<file path="src/rtl/iob_pipe_split_pkg.sv">
`default_nettype none
// ============================================================================
// Package     : iob_pipe_split_pkg
// Description : Shared IOB definitions for the pipelined address splitter:
//               default request/response field widths, the byte-strobe
//               read-detection rule and the default error read data.
// Ports       : none (package)
// Revision    : 1.0 - initial release
// ============================================================================
package iob_pipe_split_pkg;

    // Default IOB field widths
    localparam int c_iob_addr_w = 32;
    localparam int c_iob_data_w = 32;

    // Data returned for reads that hit no slave
    localparam logic [31:0] c_iob_err_data = 32'hDEADBEEF;

    // Widest strobe field the read-detection helper accepts (DATA_W up to 512)
    localparam int c_iob_max_strb_w = 64;

    // One strobe bit per data byte
    function automatic int iob_strb_w(input int data_w);
        return data_w / 8;
    endfunction

    // An IOB request with no byte strobes set is a read
    function automatic logic iob_is_read(input logic [c_iob_max_strb_w-1:0] wstrb);
        return (wstrb == '0);
    endfunction

endpackage
`default_nettype wire

</file>
<file path="src/rtl/iob_pipe_split_ctr.sv">
`default_nettype none
// ============================================================================
// Module      : iob_pipe_split_ctr
// Description : Outstanding-read tracker for iob_pipe_split. Keeps the count
//               of reads awaiting a response and the index of the target that
//               owns them, and decides when a new request has to stall.
// Ports       : clk, rst       - clock, asynchronous active-high reset
//               cke            - clock enable, state holds when low
//               req_valid      - master request valid
//               req_idx        - target index of the request (N_SLAVES=error)
//               rd_acc         - a read is accepted this cycle
//               rsp_take       - a response is delivered to the master
//               stall          - request must be held off this cycle
//               cnt, cur_sel   - outstanding count / owning target index
// Revision    : 1.0 - initial release
// ============================================================================
module iob_pipe_split_ctr #(
    parameter int MAX_OUTST = 4,
    parameter int IDX_W     = 2,
    parameter int CNT_W     = 3
) (
    input  logic             clk,
    input  logic             rst,
    input  logic             cke,
    input  logic             req_valid,
    input  logic [IDX_W-1:0] req_idx,
    input  logic             rd_acc,
    input  logic             rsp_take,
    output logic             stall,
    output logic [CNT_W-1:0] cnt,
    output logic [IDX_W-1:0] cur_sel
);

    logic [CNT_W-1:0] r_cnt;
    logic [IDX_W-1:0] r_cur_sel;

    logic w_busy;
    logic w_full;
    logic w_other;

    assign w_busy  = (r_cnt != '0);
    // A response retiring this cycle frees a slot, so a full pipe can still
    // take a read to the same target in that very cycle.
    assign w_full  = (r_cnt == CNT_W'(MAX_OUTST)) && !rsp_take;
    // Responses are matched by ordering only, so a different target must
    // wait until every read owned by the current one has returned.
    assign w_other = w_busy && (req_idx != r_cur_sel);
    assign stall   = req_valid && (w_full || w_other);

    always_ff @(posedge clk or posedge rst) begin
        if (rst) begin
            r_cnt     <= '0;
            r_cur_sel <= '0;
        end else if (cke) begin
            if (rd_acc && !rsp_take) begin
                r_cnt <= r_cnt + CNT_W'(1);
            end else if (!rd_acc && rsp_take) begin
                r_cnt <= r_cnt - CNT_W'(1);
            end
            if (rd_acc) begin
                r_cur_sel <= req_idx;
            end
        end
    end

    assign cnt     = r_cnt;
    assign cur_sel = r_cur_sel;

endmodule
`default_nettype wire

</file>
<file path="src/rtl/iob_pipe_split.sv">
`default_nettype none
// ============================================================================
// Module      : iob_pipe_split
// Description : Pipelined IOB 1-to-N address splitter. Selects a slave from
//               an address field, routes requests combinationally, allows up
//               to MAX_OUTST reads in flight to one slave, and answers
//               unmapped reads from an internal error responder.
// Ports       : clk_i, arst_i, cke_i         - clock, async reset, enable
//               m_*                          - master-side IOB port
//               s_avalid_o / s_ready_i / s_rvalid_i - per-slave handshake
//               s_addr_o / s_wdata_o / s_wstrb_o    - broadcast request
//               s_rdata_i                    - slave k at [k*DATA_W +: DATA_W]
//               err_o, err_clr_i             - sticky unmapped-access flag
// Revision    : 1.0 - initial release
// ============================================================================
module iob_pipe_split
    import iob_pipe_split_pkg::*;
#(
    parameter int                ADDR_W    = c_iob_addr_w,
    parameter int                DATA_W    = c_iob_data_w,
    parameter int                N_SLAVES  = 2,
    parameter int                SEL_MSB   = ADDR_W - 2,
    parameter int                MAX_OUTST = 4,
    parameter logic [DATA_W-1:0] ERR_DATA  = DATA_W'(c_iob_err_data)
) (
    input  logic                           clk_i,
    input  logic                           arst_i,
    input  logic                           cke_i,
    input  logic                           m_avalid_i,
    input  logic [ADDR_W-1:0]              m_addr_i,
    input  logic [DATA_W-1:0]              m_wdata_i,
    input  logic [iob_strb_w(DATA_W)-1:0]  m_wstrb_i,
    output logic                           m_ready_o,
    output logic [DATA_W-1:0]              m_rdata_o,
    output logic                           m_rvalid_o,
    output logic [N_SLAVES-1:0]            s_avalid_o,
    output logic [ADDR_W-1:0]              s_addr_o,
    output logic [DATA_W-1:0]              s_wdata_o,
    output logic [iob_strb_w(DATA_W)-1:0]  s_wstrb_o,
    input  logic [N_SLAVES-1:0]            s_ready_i,
    input  logic [N_SLAVES*DATA_W-1:0]     s_rdata_i,
    input  logic [N_SLAVES-1:0]            s_rvalid_i,
    output logic                           err_o,
    input  logic                           err_clr_i
);

    localparam int c_sel_w = $clog2(N_SLAVES);
    // One extra index value is needed for the internal error responder
    localparam int c_idx_w = $clog2(N_SLAVES + 1);
    localparam int c_cnt_w = $clog2(MAX_OUTST + 1);

    logic [c_sel_w-1:0]          w_sel;
    logic [c_idx_w-1:0]          w_sel_ext;
    logic                        w_unmapped;
    logic [c_idx_w-1:0]          w_req_idx;
    logic [c_iob_max_strb_w-1:0] w_strb_ext;
    logic                        w_is_read;
    logic                        w_stall;
    logic                        w_accept;
    logic                        w_rd_acc;
    logic [c_cnt_w-1:0]          w_cnt;
    logic [c_idx_w-1:0]          w_cur_sel;
    logic                        w_cur_err;
    logic                        w_slv_rvalid;
    logic [DATA_W-1:0]           w_slv_rdata;
    logic                        w_rsp;

    logic                        r_err_pend;
    logic                        r_err;

    // ------------------------------------------------------------------
    // Request decode
    // ------------------------------------------------------------------
    assign w_sel      = m_addr_i[SEL_MSB -: c_sel_w];
    assign w_sel_ext  = c_idx_w'(w_sel);
    assign w_unmapped = (w_sel_ext >= c_idx_w'(N_SLAVES));
    assign w_req_idx  = w_unmapped ? c_idx_w'(N_SLAVES) : w_sel_ext;
    assign w_strb_ext = c_iob_max_strb_w'(m_wstrb_i);
    assign w_is_read  = iob_is_read(w_strb_ext);

    iob_pipe_split_ctr #(
        .MAX_OUTST (MAX_OUTST),
        .IDX_W     (c_idx_w),
        .CNT_W     (c_cnt_w)
    ) u_ctr (
        .clk       (clk_i),
        .rst       (arst_i),
        .cke       (cke_i),
        .req_valid (m_avalid_i),
        .req_idx   (w_req_idx),
        .rd_acc    (w_rd_acc),
        .rsp_take  (w_rsp),
        .stall     (w_stall),
        .cnt       (w_cnt),
        .cur_sel   (w_cur_sel)
    );

    // ------------------------------------------------------------------
    // Request routing: zero-latency, unmapped requests are absorbed here
    // ------------------------------------------------------------------
    always_comb begin
        s_avalid_o = '0;
        m_ready_o  = 1'b0;
        if (!w_stall) begin
            if (w_unmapped) begin
                m_ready_o = 1'b1;
            end else begin
                s_avalid_o[w_sel] = m_avalid_i;
                m_ready_o         = s_ready_i[w_sel];
            end
        end
    end

    assign w_accept = m_avalid_i && m_ready_o;
    assign w_rd_acc = w_accept && w_is_read;

    assign s_addr_o  = m_addr_i;
    assign s_wdata_o = m_wdata_i;
    assign s_wstrb_o = m_wstrb_i;

    // ------------------------------------------------------------------
    // Response selection from the owning slave
    // ------------------------------------------------------------------
    always_comb begin
        w_slv_rvalid = 1'b0;
        w_slv_rdata  = '0;
        for (int k = 0; k < N_SLAVES; k++) begin
            if (w_cur_sel == c_idx_w'(k)) begin
                w_slv_rvalid = s_rvalid_i[k];
                w_slv_rdata  = s_rdata_i[k*DATA_W +: DATA_W];
            end
        end
    end

    assign w_cur_err = (w_cur_sel == c_idx_w'(N_SLAVES));
    // Responses with nothing outstanding, or from a non-owner, are dropped
    assign w_rsp     = (w_cnt != '0) && (w_cur_err ? r_err_pend : w_slv_rvalid);

    assign m_rvalid_o = w_rsp;
    assign m_rdata_o  = !w_rsp   ? '0 :
                        w_cur_err ? ERR_DATA : w_slv_rdata;

    // ------------------------------------------------------------------
    // Error responder and sticky error flag
    // ------------------------------------------------------------------
    // err_pend is a one-cycle pulse: the error response always lands in the
    // cycle right after the unmapped read is accepted.
    always_ff @(posedge clk_i or posedge arst_i) begin
        if (arst_i) begin
            r_err_pend <= 1'b0;
            r_err      <= 1'b0;
        end else if (cke_i) begin
            r_err_pend <= w_rd_acc && w_unmapped;
            if (err_clr_i) begin
                r_err <= 1'b0;
            end else if (w_accept && w_unmapped) begin
                r_err <= 1'b1;
            end
        end
    end

    assign err_o = r_err;

endmodule
`default_nettype wire

</file>
<file path="config.mk">
export PLATFORM = sky130hd
export DESIGN_NAME = iob_pipe_split
export DESIGN_NICKNAME = d
export VERILOG_FILES = /design/src/rtl/iob_pipe_split_pkg.sv /design/src/rtl/iob_pipe_split_ctr.sv /design/src/rtl/iob_pipe_split.sv
export SDC_FILE = /design/constraint.sdc
export NUM_CORES = 1
export LEC_CHECK = 0
export BUFFER_PORTS_ARGS = -buffer_cell sky130_fd_sc_hd__buf_4
export CAP_MARGIN = 10
export CORE_AREA = 2 2 96 98
export DETAILED_ROUTE_END_ITERATION = 7
export DIE_AREA = 0 0 98 100
export PLACE_DENSITY_LB_ADDON = 0.3
export RECOVER_POWER = 25
export SYNTH_ARGS = -nofsm -noshare
export SYNTH_HDL_FRONTEND = slang
export SYNTH_SLANG_ARGS = --single-unit
</file>
<file path="constraint.sdc">
create_clock -name clk_i -period 2.81 [get_ports clk_i]
set_clock_uncertainty 0.2 [all_clocks]
set_input_delay 0.4215 -clock clk_i [delete_from_list [all_inputs] [get_ports clk_i]]
set_output_delay 0.4215 -clock clk_i [all_outputs]
set_load 0.1 [all_outputs]
</file>
==> results.ini, run 1 <==
[logic_synthesis]
yosys.area.top_type = buf_4
synth_top_family_by_area = buffers and inverters
synth_area_leaders = buf_4, mux2i_1, dfrtp_1
ys_seq_area_frac = 0.0917
synth.distinct_cells = 26
synth_simple_gate_area_frac = 0.156
synth-adder-area-share = 0.0239
yosys_warnings = 0
synth_xor_area_frac = 0.0193
synth_compound_area_frac = 0.0284
syn-num-nets = 316
postSynthAreaPerCell_um2 = 7.88
synth_area_um2 = 1360
syn_inst = 173
synth_top_area_share = 0.380
ys_seq_elements = 5
synthMuxAreaShare = 0.271

[layout]
drive_gt1_frac = 0.624
area_growth_pct = 43.6
nets = 370
final_cell_mix = buf_4, mux2i_1, nor2_1
finalNonFillerCells = 337
insertedDiodeCount = 0
fill_cells = 1003
mostFrequentLayoutCell = buf_4

[run_status]
outcome = complete, no violations

[route]
drt_iter0_markers = 3
via_per_inst = 3.82
dr.pass1.iters = 2
post_drt_wl_per_cell_um = 13.9
postRouteAntennaNets = 0
routed_wl_mm = 4.67
drc = 0
vias = 1286

[placement]
portBuffers = 119
place_inst = 332
pre_cts_ws_ns = 0.123
gp_congestion = 0.683
hpwlAfterDp_mm = 4.01

[setup_path]
r2r_slack_ns = 0.24
path_class = flop to flop
critPathCaptureType = flop
required_ns = 2.71
cp.arrival_ns = 2.48
critical_path.startpoint = u_ctr.cnt[0]
crit_fanout = 5
start_kind = flop
r2r-start = u_ctr.cnt[0]

[worst_hold_path]
hold_path.class = input pin to flop
min_from = err_clr_i

[sta]
max_freq_mhz = 388
rsz0062_at_grt = false
drv_slew = 0
slew_headroom = 0.634
period_minus_slack_ns = 2.57
hold_viol_final = 0
fin_ws_ns = 0.235
period_share = 0.916
finalSetupViolations = 0
worst_pin_slew_ns = 0.549

[cts]
h-tree-depth = 1
root_buffer = clkbuf_8
clkSlewWorstSetupHoldPaths_ns = 0.04
cts_setup_buffers = 0
clock_path_buffers = 2
cts_buffers = 3
clkLatencyLatePin_ns = 0.22
cts_tree = yes
clock_sinks = 5

[grt]
antenna_found_initial = 0
grt-ovfl-total = 0
track_usage = 0.0864
grt_pass1_wl_mm = 6.64
grt_pass1_vias = 1217
grt_max_degree = 34

[floorplanning]
start_util = 0.153
core.rowCount = 35
die_x_um = 98
die_y_um = 100
ios = 246
core_um2 = 8890
die-area_um2 = 9800

[power]
leakage_nw = 0.933
power_density_nw_per_um2 = 780
ir_worst_vdd_mv = 0.290

[run]
max-cap-violations = 0

==> timing repair <==
item	CTS	global route
endpoints found under the hold margin	5	0
resized for setup	0	1
endpoints found under the setup margin	0	1
hold buffers	1	0
==> stage by stage <==
step | hold slack (ns) | instance area, um2 | util | power, mW | TNS [ns]
floorplan | 0.0000207 | 1380 | - | 1.57 | -1.73
global placement | 0.143 | 1900 | 0.213 | 1.40 | 0
detailed placement | 0.137 | 1900 | 0.213 | 1.41 | 0
CTS | 0.188 | 1950 | 0.220 | 1.54 | 0
global route | 0.209 | 1960 | 0.220 | 1.60 | 0
finish | 0.191 | 1960 | 0.220 | 1.53 | 0
==> logic make-up after synthesis <==
logic type / after synthesis
and+or+nand+nor: 44
AOI/OAI and AO/OA: 5
buffers and inverters: 78
xor gates and xnor gates: 3
DFF: 5
adders and majority gates: 2
muxes: 36
==> synthesized netlist by cell type <==
cell and number:
buf_2 6, o311a_1 1, nand4b_4 1, inv_2 1
or3_4 1, nor4_1 1, mux2_4 1, nor3b_1 3
o311ai_1 1, nor2_1 32, dfrtp_1 5, nor2b_1 1
nand2_2 1, mux2i_1 32, xnor2_1 2, ha_1 1
a21boi_1 1, nor3_1 1, buf_4 69, mux2_2 3
inv_1 2, a21boi_0 1, a21oi_1 1, nand2_1 3
fa_1 1, xor2_1 1
==> area by class of cell <==
class,count,area (um2),share of cell area
Clock buffer,4,45.0,0.0230
Sequential cell,5,126,0.0645
Timing Repair Buffer,124,933,0.477
Tap cell,111,139,0.0709
Multi-Input combinational cell,90,703,0.359
Inverter,3,11.3,0.00575
==> critical path, stage by stage (launching register included) <==
cell,delay [ns]
dfrtp_1,0.43
or3_4,0.42
o311a_1,0.18
nor4_2,0.19
ha_1,0.23
inv_1,0.06
fa_1,0.38
xnor2_1,0.16
nand2_1,0.08
xnor2_1,0.14
==> sequential cells by signal, summed over array words and instances (netlist names) <==
register	cells
u_ctr.cnt	3
err_o	1
u_ctr.cur_sel	1
==> report_power, final <==
group          internal, mW  switching [mW]
combinational         0.326           0.939
sequential           0.0976          0.0315
clock                0.0974          0.0358
total                 0.521            1.01
==> path summary, 6_finish.rpt <==
kind	endpoint	cells past startpoint
max	u_ctr.cnt[2]	9
min	err_o	2
max reg2reg	u_ctr.cnt[2]	9
min reg2reg	u_ctr.cnt[2]	1
max in group asynchronous	u_ctr.cur_sel[0]	3
min in group asynchronous	u_ctr.cnt[1]	3
==> layer usage <==
metal / vias up / part of all wire / global-route usage
met3: 18 / 0.14 / 0.0376
met1: 558 / 0.34 / 0.0866
met2: 106 / 0.49 / 0.156
met5: - / 0 / 0
li1: 604 / - / -
met4: 0 / 0.028 / 0.0374
Power figures use the tool's default switching activity.
==> run 2, diff against run 1 <==
--- a/config.mk
+++ b/config.mk
@@ -6,12 +6,13 @@
 export NUM_CORES = 1
 export LEC_CHECK = 0
 export BUFFER_PORTS_ARGS = -buffer_cell sky130_fd_sc_hd__buf_4
-export CAP_MARGIN = 10
-export CORE_AREA = 2 2 96 98
+export CAP_MARGIN = 30
+export CORE_AREA = 2 2 97 99
 export DETAILED_ROUTE_END_ITERATION = 7
-export DIE_AREA = 0 0 98 100
+export DIE_AREA = 0 0 99 101
 export PLACE_DENSITY_LB_ADDON = 0.3
 export RECOVER_POWER = 25
 export SYNTH_ARGS = -nofsm -noshare
 export SYNTH_HDL_FRONTEND = slang
+export SYNTH_HIERARCHICAL = 1
 export SYNTH_SLANG_ARGS = --single-unit
==> run 2 against run 1 <==
Against the previous run: total power increased by 30%; sequential power is 4% higher; count of clock-buffer cells in the layout unchanged; hold slack got worse by 0.0084 ns; cell count is 12% higher; critical path type unchanged; largest cell class is now multi-input combinational cells; largest power group unchanged.
==> results.ini, run 2 <==
[cts]
cts_tree = yes
root_buffer = clkbuf_8
clkLatencyLatePin_ns = 0.23  ; about the same
cts_buffers = 3  ; unchanged
h-tree-depth = 1  ; unchanged
clock_path_buffers = 2  ; unchanged
clkSlewWorstSetupHoldPaths_ns = 0.04  ; about the same
clock_sinks = 6  ; +1

[grt]
grt_pass1_wl_mm = 7.53  ; +13%
grt_max_degree = 33  ; -2.9%
track_usage = 0.0921  ; +0.00579
antenna_found_initial = 0  ; unchanged
grt-ovfl-total = 0  ; unchanged
grt_pass1_vias = 1558  ; +28%

[sta]
rsz0062_at_grt = true
fin_ws_ns = 0.0641  ; -0.171 ns
finalSetupViolations = 0  ; unchanged
drv_slew = 0  ; unchanged
setup_tns_ns = 0  ; unchanged
worst_pin_slew_ns = 0.748  ; +0.199 ns
period_share = 0.977  ; +0.0610
slew_headroom = 0.501  ; -0.133
hold_viol_final = 0  ; unchanged
period_minus_slack_ns = 2.75  ; +0.171 ns
hold_slack_ns = 0.183  ; -0.00838 ns
max_freq_mhz = 364  ; -6.2%

[setup_path]
path_class = flop to flop
start_kind = flop
required_ns = 2.72  ; about the same
crit_fanout = 2  ; -3
r2r_slack_ns = 0.06  ; -0.17 ns
critPathCaptureType = flop
cp.arrival_ns = 2.66  ; +0.18 ns

[run_status]
outcome = complete, no violations

[route]
met2WireLength_mm = 2.44  ; +6.7%
routed-wl-met3_um = 486  ; -28%
dr.pass1.iters = 4  ; +2
top_layer_used = met4
drc = 0  ; unchanged
post_drt_wl_per_cell_um = 13.0  ; -6.4%
vias = 1575  ; +22%
wl_met1_mm = 1.86  ; +18%
postRouteAntennaNets = 0  ; unchanged
drt_iter0_markers = 23  ; +20
via_per_inst = 4.17  ; +9.2%
routed_wl_mm = 4.90  ; +5.0%

[logic_synthesis]
yosys.area.top_type = buf_4
synth_top_area_share = 0.319  ; -0.0606
synth_edf_count = 0  ; unchanged
synth.distinct_cells = 29  ; +12%
synthFlopType = dfrtp_1
synth_area_leaders = buf_4, a211oi_2, dfrtp_1
ys_seq_elements = 6  ; +1
ys_seq_area_frac = 0.0925  ; +0.000778
yosys-top-cells-count = buf_4, nor2_1, nand2b_1
synth_area_um2 = 1620  ; +19%
synthArstFlopShare = 1.00  ; unchanged
yosys_warnings = 6  ; +6
syn_inst = 207  ; +20%
synth.most_common_cell = buf_4
postSynthAreaPerCell_um2 = 7.84  ; -0.55%

[floorplanning]
die-area_um2 = 10000  ; +2.0%
start_util = 0.181  ; +0.0274
core_um2 = 8980  ; +0.99%
core.rowCount = 35  ; unchanged
ios = 246  ; unchanged
die_y_um = 101  ; +1.0%
die_x_um = 99  ; +1.0%

[layout]
fill_cells = 978  ; -2.5%
drive_gt1_frac = 0.674  ; +0.0503
insertedDiodeCount = 0  ; unchanged
finalNonFillerCells = 378  ; +12%
fin_util = 0.277  ; +0.0572
area_growth_pct = 53.5
nets = 411  ; +11%
design_area_um2 = 2490  ; +27%
final_cell_mix = buf_4, nor2_1, nand2b_1
largest_register_ffs = 3  ; unchanged
mostFrequentLayoutCell = buf_4

[run]
max-cap-violations = 0  ; unchanged

[placement]
place_inst = 371  ; +12%
place_area_um2 = 2390  ; +26%
pre_cts_ws_ns = -0.0509  ; -0.174 ns
portBuffers = 119  ; unchanged
hpwlAfterDp_mm = 3.78  ; -5.9%
gp_congestion = 0.695  ; +1.7%

[power]
ir_worst_vdd_mv = 0.322  ; +11%
leakage_nw = 1.12  ; +20%
total_power_mw = 1.99  ; +30%
power_density_nw_per_um2 = 797  ; +2.1%

[worst_hold_path]
hold_path.class = input pin to flop

## run 2: critical path: stages (launching register included)
cell	delay [ns]
dfrtp_2	0.41
mux2i_1	0.21
or3_4	0.18
clkinvlp_4	0.08
o311ai_2	0.21
o311a_1	0.28
nor2_4	0.04
and3_4	0.16
ha_4	0.15
inv_2	0.04
fa_2	0.41
mux2_4	0.26
## run 2: layout make-up
type / count / area [um2] / share of cell area
tap: 111 / 139 / 0.0558
timing repair buffer: 136 / 1030 / 0.415
inverter: 5 / 22.5 / 0.00904
clock buffer: 4 / 45.0 / 0.0181
sequential: 6 / 151 / 0.0608
multi-input combinational: 116 / 1100 / 0.441
## run 2: cell families after synthesis
logic type	share of synthesized area
DFF	0.0925
and+or+nand+nor	0.210
xor gates and xnor gates	0.0270
adders and majority gates	0.0200
muxes	0.0825
AOI/OAI and AO/OA	0.192
buffers and inverters	0.373
other	0.00231
## run 2: report_power, final
part | switching (mW) | internal [mW] | total (mW) | leakage, nW
Combinational | 1.20 | 0.506 | 1.71 | 1.02
Sequential | 0.0191 | 0.115 | 0.134 | 0.0747
Clock | 0.0443 | 0.0982 | 0.142 | 0.0228
## run 2: worst paths after layout
path                                  startpoint                to  depth (start not counted)
max in group asynchronous                 arst_i  u_ctr/cur_sel[0]                          3
worst max-delay path            u_ctr/cur_sel[0]      u_ctr/cnt[1]                         11
worst max register to register  u_ctr/cur_sel[0]      u_ctr/cnt[1]                         11
worst min register to register             err_o             err_o                          1
min in group asynchronous                 arst_i             err_o                          3
worst min-delay path                   err_clr_i             err_o                          2
## run 2: timing repair
action / 4_1_cts / 5_1_grt
pin swaps: 1 / 4
hold endpoints to repair: 6 / 0
hold buffers: 1 / 0
setup buffers: 0 / 2
gates resized for setup: 2 / 5
endpoints found under the setup margin: 9 / 30
## run 2: layer usage
| metal | GRT usage | vias up |
|---|---|---|
| met5 | 0 | - |
| met4 | 0.0369 | 0 |
| met3 | 0.0312 | 26 |
| met2 | 0.154 | 107 |
| met1 | 0.108 | 729 |
| li1 | - | 713 |
==> run 3, diff against run 2 <==
--- a/config.mk
+++ b/config.mk
@@ -7,9 +7,9 @@
 export LEC_CHECK = 0
 export BUFFER_PORTS_ARGS = -buffer_cell sky130_fd_sc_hd__buf_4
 export CAP_MARGIN = 30
-export CORE_AREA = 2 2 97 99
+export CORE_AREA = 2 2 96 98
 export DETAILED_ROUTE_END_ITERATION = 7
-export DIE_AREA = 0 0 99 101
+export DIE_AREA = 0 0 98 100
 export PLACE_DENSITY_LB_ADDON = 0.3
 export RECOVER_POWER = 25
 export SYNTH_ARGS = -nofsm -noshare
==> constraint.sdc (replaced) <==
create_clock -name clk_i -period 3.4 [get_ports clk_i]
set_clock_uncertainty 0.2 [all_clocks]
set_input_delay 0.51 -clock clk_i [delete_from_list [all_inputs] [get_ports clk_i]]
set_output_delay 0.51 -clock clk_i [all_outputs]
set_load 0.1 [all_outputs]
==> run 3 against run 2 <==
Against the previous run: non-clock buffer count decreased by 13; sequential share of layout area increased by 0.86 points; critical path depth fell by 6; global-route usage hardly changed; register-to-register slack improved by 0.42 ns; sequential power is 6% lower; die area decreased by 2.0%; clock power decreased by 21%; via count is 4.1% lower; cell count fell by 3.4%; hold slack better by 0.093 ns; count of clock-buffer cells in the layout stayed put; critical path type is now flop to output port.
==> results.ini, run 3 (same netlist as run 2, synthesis figures left out) <==
[setup_path]
cp_common_cell = buf_4
critPathCaptureType = output port
path_class = flop to output port
cpPeakStageDelay_ns = 0.53  ; +0.12 ns
cp_slowest_cell = or2_2
r2r_cells = 13  ; +2
required_ns = 2.69  ; -0.03 ns
cp.arrival_ns = 2.27  ; -0.39 ns
crit_fanout = 35  ; +33
start_kind = flop
path_cells = buf_4 -> or2_2 -> nor2_1 -> a211oi_2 -> buf_4

[grt]
track_usage = 0.0920  ; -0.000146
antenna_found_initial = 0  ; unchanged
grt_pass1_wl_mm = 7.54  ; about the same
grt_pass1_vias = 1622  ; +4.1%
grt-ovfl-total = 0  ; unchanged
grt_max_degree = 36  ; +9.1%

[placement]
gp_congestion = 0.723  ; +4.0%
hpwlAfterDp_mm = 3.70  ; -2.0%
place_inst = 360  ; -3.0%
portBuffers = 119  ; unchanged

[sta]
rsz0062_at_grt = false
max_freq_mhz = 336
period_minus_slack_ns = 2.98
drv_slew = 0  ; unchanged
hold_slack_ns = 0.276  ; +0.0933 ns
finalSetupViolations = 0  ; unchanged
slew_headroom = 0.617  ; +0.116
period_share = 0.876
hold_viol_final = 0  ; unchanged
worst_pin_slew_ns = 0.574  ; -0.174 ns

[cts]
cts_setup_buffers = 0  ; unchanged
clkSlewWorstSetupHoldPaths_ns = 0.04  ; about the same
root_buffer = clkbuf_8
h-tree-depth = 1  ; unchanged
clock_path_buffers = 2  ; unchanged
cts_buffers = 3  ; unchanged
clkLatencyLatePin_ns = 0.22  ; about the same
clock_sinks = 6  ; unchanged
cts_resized = 0  ; -2
ctsHoldBuffers = 1  ; unchanged
cts_tree = yes

[power]
intPower_uw = 484  ; -33%
power_density_nw_per_um2 = 657  ; -18%
clkPwrFrac = 0.078  ; +0.006
total_power_mw = 1.43  ; -28%
p_comb_frac = 0.834  ; -0.027
switchingPower_uw = 949  ; -25%
seq_power_share = 0.088  ; +0.021
leakage_nw = 1.01  ; -9.4%
swShare = 0.662  ; +0.0242
ir_worst_vdd_mv = 0.411  ; +28%

[layout]
drive_gt1_frac = 0.622  ; -0.0521
largest_register_ffs = 3  ; unchanged
area_growth_pct = 34.5
nets = 398  ; -3.2%
insertedDiodeCount = 0  ; unchanged
finalNonFillerCells = 365  ; -3.4%
final_cell_mix = buf_4, nor2_1, nand2b_1
fill_cells = 974  ; -0.41%
mostFrequentLayoutCell = buf_4

[floorplanning]
die-area_um2 = 9800  ; -2.0%
core_um2 = 8890  ; -0.98%
die_x_um = 98  ; -1.0%
start_util = 0.183  ; +0.00178
core.rowCount = 35  ; unchanged
die_y_um = 100  ; -0.99%
ios = 246  ; unchanged

[route]
dr.pass1.iters = 4  ; unchanged
postRouteAntennaNets = 0  ; unchanged
post_drt_wl_per_cell_um = 13.0  ; +0.35%
routed_wl_mm = 4.75  ; -3.1%
via_per_inst = 4.14  ; -0.71%
vias = 1510  ; -4.1%
drc = 0  ; unchanged
drt_iter0_markers = 15  ; -35%

[worst_hold_path]
hold_depth = 2  ; unchanged
hold_path.class = input pin to flop

[run_status]
outcome = complete, no violations

[run]
max-cap-violations = 0  ; unchanged

==> run 3: cell count changes in the layout (fill, tap and decap cells not counted), moves of 2 or more <==
| cell | delta |
|---|---|
| a211oi_4 | -20 |
| a211oi_2 | +17 |
| buf_4 | -11 |
| a211oi_1 | +3 |
| buf_6 | -3 |
| clkbuf_1 | +2 |
==> run 3: worst max-delay path: cells and delay by family, from the launching register on <==
family          cells  cell delay [ns]
buf+inv             2             0.80
simple gates        2             0.63
flops               1             0.36
compound gates      1             0.23
==> run 3: worst paths after layout <==
kind,start,endpoint,slack [ns]
worst min-delay path,err_clr_i,err_o,0.28
min in group asynchronous,arst_i,err_o,0.47
worst min register to register,u_ctr/cnt[2],u_ctr/cnt[2],0.31
max in group asynchronous,arst_i,u_ctr/cur_sel[0],2.27
worst max register to register,u_ctr/cnt[0],u_ctr/cnt[2],0.48
worst max-delay path,u_ctr/cur_sel[0],m_rdata_o[3],0.42
==> run 3: stage by stage <==
stage	utilization	setup TNS [ns]	instance area [um2]	setup WS [ns]
final	0.245	0	2180	0.422
after global routing	0.245	0	2180	0.240
after CTS	0.246	0	2190	0.386
after detailed placement	0.240	0	2130	0.370
after global placement	0.240	0	2130	0.435
after floorplan	-	-3.19	1670	-0.607
==> run 3: cell type report <==
type / instances / area, um2 / area share
clock buffer: 4 / 45.0 / 0.0206
inverter: 5 / 22.5 / 0.0103
multi-input combinational: 116 / 906 / 0.415
sequential: 6 / 151 / 0.0694
tap: 111 / 139 / 0.0636
timing repair buffer: 123 / 918 / 0.421
==> run 3: power by group through the flow <==
stage | combinational [mW] | clock, mW | sequential [mW]
2_1_floorplan | 1.47 | 0 | 0.122
3_3_place_gp | 1.20 | 0 | 0.127
3_5_place_dp | 1.21 | 0 | 0.128
4_1_cts | 1.21 | 0.114 | 0.127
5_1_grt | 1.26 | 0.119 | 0.131
6_report | 1.20 | 0.112 | 0.126
==> run 3: per-layer routing <==
layer,wire [um],track usage
met5,0,0
met3,531,0.0265
met4,161,0.0427
met1,1790,0.102
met2,2270,0.162
